File: src/rtl/vga_timing_ctrl.sv
// ---------------------------------------------------------------------------
// vga_timing_ctrl
//
// This module sequences the pixel clock generator and produces raster timing.
// It starts and stops pixel_gen through pixel_enable. It advances the column
// and row counters once per flag_pixel strobe. It decodes hsync, vsync and
// active_video, and it pulses frame_start at the start of each frame.
//
// Ports
//   clk          : system clock, rising edge
//   n_rst        : synchronous, active-low reset
//   enable       : run request (level)
//   flag_pixel   : one-cycle pixel strobe from pixel_gen
//   pixel_enable : enable for pixel_gen
//   hsync        : horizontal sync, active-low
//   vsync        : vertical sync, active-low
//   active_video : current (x,y) lies in the visible area
//   x, y         : current column / row
//   frame_start  : one-cycle pulse at the start of each frame
// ---------------------------------------------------------------------------
module vga_timing_ctrl #(
    parameter int H_ACTIVE = 640,
    parameter int H_FP     = 16,
    parameter int H_SYNC   = 96,
    parameter int H_BP     = 48,
    parameter int V_ACTIVE = 480,
    parameter int V_FP     = 10,
    parameter int V_SYNC   = 2,
    parameter int V_BP     = 33,
    parameter int CNT_W    = 10
) (
    input  logic             clk,
    input  logic             n_rst,
    input  logic             enable,
    input  logic             flag_pixel,
    output logic             pixel_enable,
    output logic             hsync,
    output logic             vsync,
    output logic             active_video,
    output logic [CNT_W-1:0] x,
    output logic [CNT_W-1:0] y,
    output logic             frame_start
);

    localparam int H_TOTAL = H_ACTIVE + H_FP + H_SYNC + H_BP;
    localparam int V_TOTAL = V_ACTIVE + V_FP + V_SYNC + V_BP;

    localparam logic [CNT_W-1:0] H_LAST    = CNT_W'(H_TOTAL - 1);
    localparam logic [CNT_W-1:0] V_LAST    = CNT_W'(V_TOTAL - 1);
    localparam logic [CNT_W-1:0] H_VIS_END = CNT_W'(H_ACTIVE);
    localparam logic [CNT_W-1:0] V_VIS_END = CNT_W'(V_ACTIVE);
    // The sync windows are half-open: [start, end).
    localparam logic [CNT_W-1:0] H_SYNC_START = CNT_W'(H_ACTIVE + H_FP);
    localparam logic [CNT_W-1:0] H_SYNC_END   = CNT_W'(H_ACTIVE + H_FP + H_SYNC);
    localparam logic [CNT_W-1:0] V_SYNC_START = CNT_W'(V_ACTIVE + V_FP);
    localparam logic [CNT_W-1:0] V_SYNC_END   = CNT_W'(V_ACTIVE + V_FP + V_SYNC);

    typedef enum logic [1:0] {
        ST_IDLE,
        ST_RUN,
        ST_DRAIN
    } state_t;

    state_t           state_reg, state_next;
    logic [CNT_W-1:0] hcount_reg, hcount_next;
    logic [CNT_W-1:0] vcount_reg, vcount_next;
    logic             hsync_reg, hsync_next;
    logic             vsync_reg, vsync_next;
    logic             active_reg, active_next;
    logic             frame_start_reg, frame_start_next;
    logic             pixel_enable_reg, pixel_enable_next;

    logic advance;
    logic at_wrap;

    assign advance = (state_reg != ST_IDLE) && flag_pixel;
    assign at_wrap = (hcount_reg == H_LAST) && (vcount_reg == V_LAST);

    always_comb begin
        state_next        = state_reg;
        hcount_next       = hcount_reg;
        vcount_next       = vcount_reg;
        frame_start_next  = 1'b0;
        hsync_next        = 1'b1;
        vsync_next        = 1'b1;
        active_next       = 1'b0;
        pixel_enable_next = 1'b0;

        if (advance) begin
            if (hcount_reg == H_LAST) begin
                hcount_next = '0;
                vcount_next = (vcount_reg == V_LAST) ? '0 : vcount_reg + 1'b1;
            end else begin
                hcount_next = hcount_reg + 1'b1;
            end
        end

        unique case (state_reg)
            ST_IDLE: begin
                if (enable) begin
                    state_next       = ST_RUN;
                    frame_start_next = 1'b1;
                end
            end
            ST_RUN: begin
                if (!enable) begin
                    state_next = ST_DRAIN;
                end
            end
            ST_DRAIN: begin
                // If enable is raised again, the raster keeps running without
                // a gap. This takes priority over the drain completing.
                if (enable) begin
                    state_next = ST_RUN;
                end else if (advance && at_wrap) begin
                    state_next = ST_IDLE;
                end
            end
            default: state_next = ST_IDLE;
        endcase

        if (advance && at_wrap && (state_next != ST_IDLE)) begin
            frame_start_next = 1'b1;
        end

        if (state_next == ST_IDLE) begin
            hcount_next = '0;
            vcount_next = '0;
        end else begin
            // Decode from the next counts so the syncs line up with x/y.
            pixel_enable_next = 1'b1;
            hsync_next  = !((hcount_next >= H_SYNC_START) && (hcount_next < H_SYNC_END));
            vsync_next  = !((vcount_next >= V_SYNC_START) && (vcount_next < V_SYNC_END));
            active_next = (hcount_next < H_VIS_END) && (vcount_next < V_VIS_END);
        end
    end

    always_ff @(posedge clk) begin
        if (!n_rst) begin
            state_reg        <= ST_IDLE;
            hcount_reg       <= '0;
            vcount_reg       <= '0;
            hsync_reg        <= 1'b1;
            vsync_reg        <= 1'b1;
            active_reg       <= 1'b0;
            frame_start_reg  <= 1'b0;
            pixel_enable_reg <= 1'b0;
        end else begin
            state_reg        <= state_next;
            hcount_reg       <= hcount_next;
            vcount_reg       <= vcount_next;
            hsync_reg        <= hsync_next;
            vsync_reg        <= vsync_next;
            active_reg       <= active_next;
            frame_start_reg  <= frame_start_next;
            pixel_enable_reg <= pixel_enable_next;
        end
    end

    assign pixel_enable = pixel_enable_reg;
    assign hsync        = hsync_reg;
    assign vsync        = vsync_reg;
    assign active_video = active_reg;
    assign x            = hcount_reg;
    assign y            = vcount_reg;
    assign frame_start  = frame_start_reg;

endmodule

File: config.mk
export PLATFORM = sky130hd
export DESIGN_NAME = vga_timing_ctrl
export DESIGN_NICKNAME = d
export VERILOG_FILES = /design/src/rtl/vga_timing_ctrl.sv
export SDC_FILE = /design/constraint.sdc
export NUM_CORES = 1
export LEC_CHECK = 0
export BUFFER_PORTS_ARGS = -buffer_cell sky130_fd_sc_hd__buf_2
export CAP_MARGIN = 0
export CORE_ASPECT_RATIO = 1.75
export CORE_MARGIN = 5
export CORE_UTILIZATION = 45
export CTS_BUF_LIST = sky130_fd_sc_hd__clkbuf_2
export CTS_CLUSTER_DIAMETER = 60
export DETAILED_ROUTE_END_ITERATION = 12
export PLACE_DENSITY = 0.66
export SLEW_MARGIN = 5
export SYNTH_ARGS = -nofsm -noshare
export SYNTH_HDL_FRONTEND = slang
export SYNTH_SLANG_ARGS = --single-unit
export TNS_END_PERCENT = 10
File: constraint.sdc
create_clock -name clk -period 6 [get_ports clk]
set_clock_uncertainty 0.05 [all_clocks]
set_input_delay 0.3 -clock clk [delete_from_list [all_inputs] [get_ports clk]]
set_output_delay 0.3 -clock clk [all_outputs]
set_load 0.05 [all_outputs]
==> results by group <==
Worst hold path
  • Min-delay src: enable
  • WHS Path Cells: 2
  • Hold EP: state_reg[1]
  • Worst min path class: in2reg

Pwr
  • Overall Power: 0.274 mW
  • Internal Pwr Total: 0.203 mW
  • Combinational share of power: 7.5%
  • Switching pwr: 0.0709 mW
  • Clock power share: 25.1%
  • PwrDens: 158 nW/um2
  • Sw frac: 25.9%
  • Sequential power share: 67.4%
  • Peak VDD IR: 0.113 mV
  • Static leakage: 0.644 nW

Timing
  • Slew @ Worst Pin: 0.967 ns
  • Final Slew Violations: 0
  • Rel. slew slack: 35.0%
  • Final min period: 2.69 ns
  • Final hold vios: 0
  • Unrepaired setup endpoints after global routing: false
  • Fin worst setup slack: 3.31 ns
  • Hold Slack: 0.0714 ns
  • Fmax: 0.372 GHz
  • Endpoints failing setup: 0
  • TNS Setup: 0 ns
  • Tcrit/Tclk final: 44.9%

Synthesis
  • Syn Nets: 186
  • Main combinational cell family by area after synthesis: simple AND/OR/NAND/NOR gates
  • Simple-gate share of the synthesized area: 34.1%
  • Synth Flop Type: dfxtp_1
  • Syn Inst Count: 179
  • Library cells used by synthesis: 53
  • Synth async-reset ratio: 0%
  • Synth Area in XOR/XNOR: 7.25%
  • Post-Synth Adder-Cell Area: 2.39%
  • Mapped Area: 1570 um2
  • Post-synth EDFFs: 0
  • Sequential share of the synthesized area: 34.4%
  • Synth warn: 0
  • Mean Syn Cell Area: 8.77 um2
  • Post-synthesis register bit count: 27
  • Synth Area in Compound Gates: 15.8%
  • Mux cell area share after synthesis: 1.27%

Final layout
  • Area delta synth->final: 10.2%
  • Fin area: 1730 um2
  • Layout cells sized above 1: 20.7%
  • Fill count: 350
  • Core Util, Final: 51.5%
  • Antenna Cells: 0
  • Non-filler instance count after layout: 248
  • Final net count: 211

Drt
  • DRT Wirelength: 4010 um
  • Final ANT Viol Nets: 0
  • DRC viols: 0
  • DRT Pass-1 Iters: 4
  • Via density: 5.90
  • 1st-iter DRT viols: 30
  • DR vias: 1463
  • Wirelength per Cell: 16.2 um

Clocking
  • Number of buffers added for setup after CTS: 0
  • CTS tree: built
  • CTS Hold Buffers Added: 0
  • Worst-skew pair later-pin latency: 0.36 ns
  • Depth of the CTS H-tree: 1
  • Clk sinks: 27
  • Root Driver: clkbuf_2
  • Clk slew on worst S/H paths: 0.26 ns
  • PostCTS Resize Cnt: 0
  • Total CTS buffers: 3
  • Clk buf depth: 2

Critical path
  • CP Class: reg2reg
  • Critical path endpoint category: flip-flop
  • WP data required: 6.19 ns
  • Reg-to-reg startpoint: x[0]
  • Worst EP arrival: 2.88 ns
  • Reg2reg end: vsync
  • Crit Path Max Fanout: 17
  • R2R cell count: 6
  • CP startpoint kind: flip-flop
  • Reg2Reg Setup Slack: 3.31 ns

Place
  • GPL Wtd Cong: 0.840
  • Setup WS pre-CTS: 3.32 ns
  • Post-DP HPWL: 3100 um
  • Dpl cell area: 1710 um2
  • Port Buffer Count: 28
  • Post-Place Cells: 244

Run status
  • Status: complete, no violations

Floorplan
  • Die Ht: 88.1 um
  • Die X: 54.7 um
  • Starting density of the core: 46.7%
  • Die Area: 4820 um2
  • Row Count: 28
  • Area of the core: 3360 um2
  • Io pins: 29

Global route
  • Met1 Track Usage GR: 21.4%
  • Largest net degree at the start of global routing: 18
  • GRT Max-Usage Layer: met2
  • Antenna violations before repair: 0
  • Total grt overflow: 0
  • Vias in the first global route: 1428
  • Met2 GRT Util: 30.7%
  • Total track usage: 18.3%
  • Met3 global-route usage: 2.39%
  • First-pass GRT wire length: 6600 um

Flow run
  • MaxCap Viol Count: 0
[synth_stat cells (2+ instances only)]
| cell | count | area, um2 |
|---|---|---|
| dfxtp_1 | 27 | 541 |
| nor2_1 | 17 | 63.8 |
| nand3_1 | 11 | 55.1 |
| nand2_1 | 10 | 37.5 |
| nand4_1 | 9 | 56.3 |
| nor3_1 | 9 | 45.0 |
| a21oi_1 | 7 | 35.0 |
| xnor2_1 | 7 | 61.3 |
| and2_1 | 6 | 37.5 |
| xor2_1 | 6 | 52.6 |
| inv_1 | 5 | 18.8 |
| buf_4 | 4 | 30.0 |
| ha_1 | 3 | 37.5 |
| nand3b_1 | 3 | 22.5 |
| nor2b_1 | 3 | 18.8 |
| o211ai_1 | 3 | 22.5 |
| a211o_1 | 2 | 17.5 |
| a211oi_1 | 2 | 15.0 |
| a21boi_0 | 2 | 15.0 |
| and4_1 | 2 | 17.5 |
| buf_2 | 2 | 10.0 |
| mux2i_1 | 2 | 20.0 |
| nor3b_1 | 2 | 15.0 |
| nor4_4 | 2 | 42.5 |
| o21ai_0 | 2 | 10.0 |
| o21ai_1 | 2 | 10.0 |
| o31ai_1 | 2 | 15.0 |
| or3_1 | 2 | 12.5 |
[worst max-delay path by stage]
stage	depth (start not counted)	slack [ns]	from	endpoint
floorplan	6	3.58	x[0]	vsync
global route	6	3.08	x[0]	vsync
detailed placement	6	3.32	x[0]	vsync
CTS	6	3.30	x[0]	vsync
global placement	6	3.39	x[0]	vsync
finish	6	3.31	x[0]	vsync
[kinds of logic after synthesis]
| kind of cell | count (synthesis) |
|---|---|
| and+or+nand+nor | 87 |
| AOI/OAI and AO/OA | 34 |
| buffers and inverters | 13 |
| muxes | 2 |
| adders and majority gates | 3 |
| DFF | 27 |
| xor gates and xnor gates | 13 |
[layer usage]
metal  share of wire, %  vias up
met5                  0        -
met2                 53       36
met4                3.6        0
li1                   -      708
met3                3.2       15
met1                 41      704
[area by class of cell]
class | count | area [um2] | share of cell area, %
clock buffer | 3 | 15.0 | 0.868
clock inverter | 1 | 5.00 | 0.289
inverter | 5 | 18.8 | 1.08
multi-input combinational | 139 | 955 | 55.2
sequential | 27 | 541 | 31.2
tap | 45 | 56.3 | 3.25
timing repair buffer | 28 | 140 | 8.10
[power by group through the flow]
stage	registers (mW)	logic, mW	clock network (mW)
CTS	0.185	0.0207	0.0720
global placement	0.188	0.0200	0
finish	0.185	0.0206	0.0686
floorplan	0.192	0.0115	0
detailed placement	0.188	0.0206	0
global route	0.185	0.0221	0.0775
[critical path, stage by stage, from the launching register on]
cell and delay [ns]:
dfxtp_1 0.47, ha_1 0.26, nand4_2 0.22, nor4_4 0.85, nand3b_1 0.19, a221oi_1 0.38
nand4_1 0.17
[cell usage in the layout (no fill, tap or decap), drive strengths merged, types with 2 or more instances in the layout]
cell type	Yosys	final
a211o	2	2
a211oi	2	2
clkbuf	1	3
o31ai	2	2
ha	3	3
inv	5	5
or3	2	2
o211ai	3	3
nor3b	2	2
a21boi	2	2
nand3	12	12
xor2	6	6
dfxtp	27	27
nor2	18	18
nand3b	3	3
and2	6	6
and4	3	3
nor2b	3	3
nor3	9	9
a221oi	2	2
a21oi	7	7
o21ai	4	4
nand2	10	10
nand4	10	10
nor4	3	3
buf	7	28
xnor2	7	7
mux2i	2	2
(Power assumes the default switching activity.)
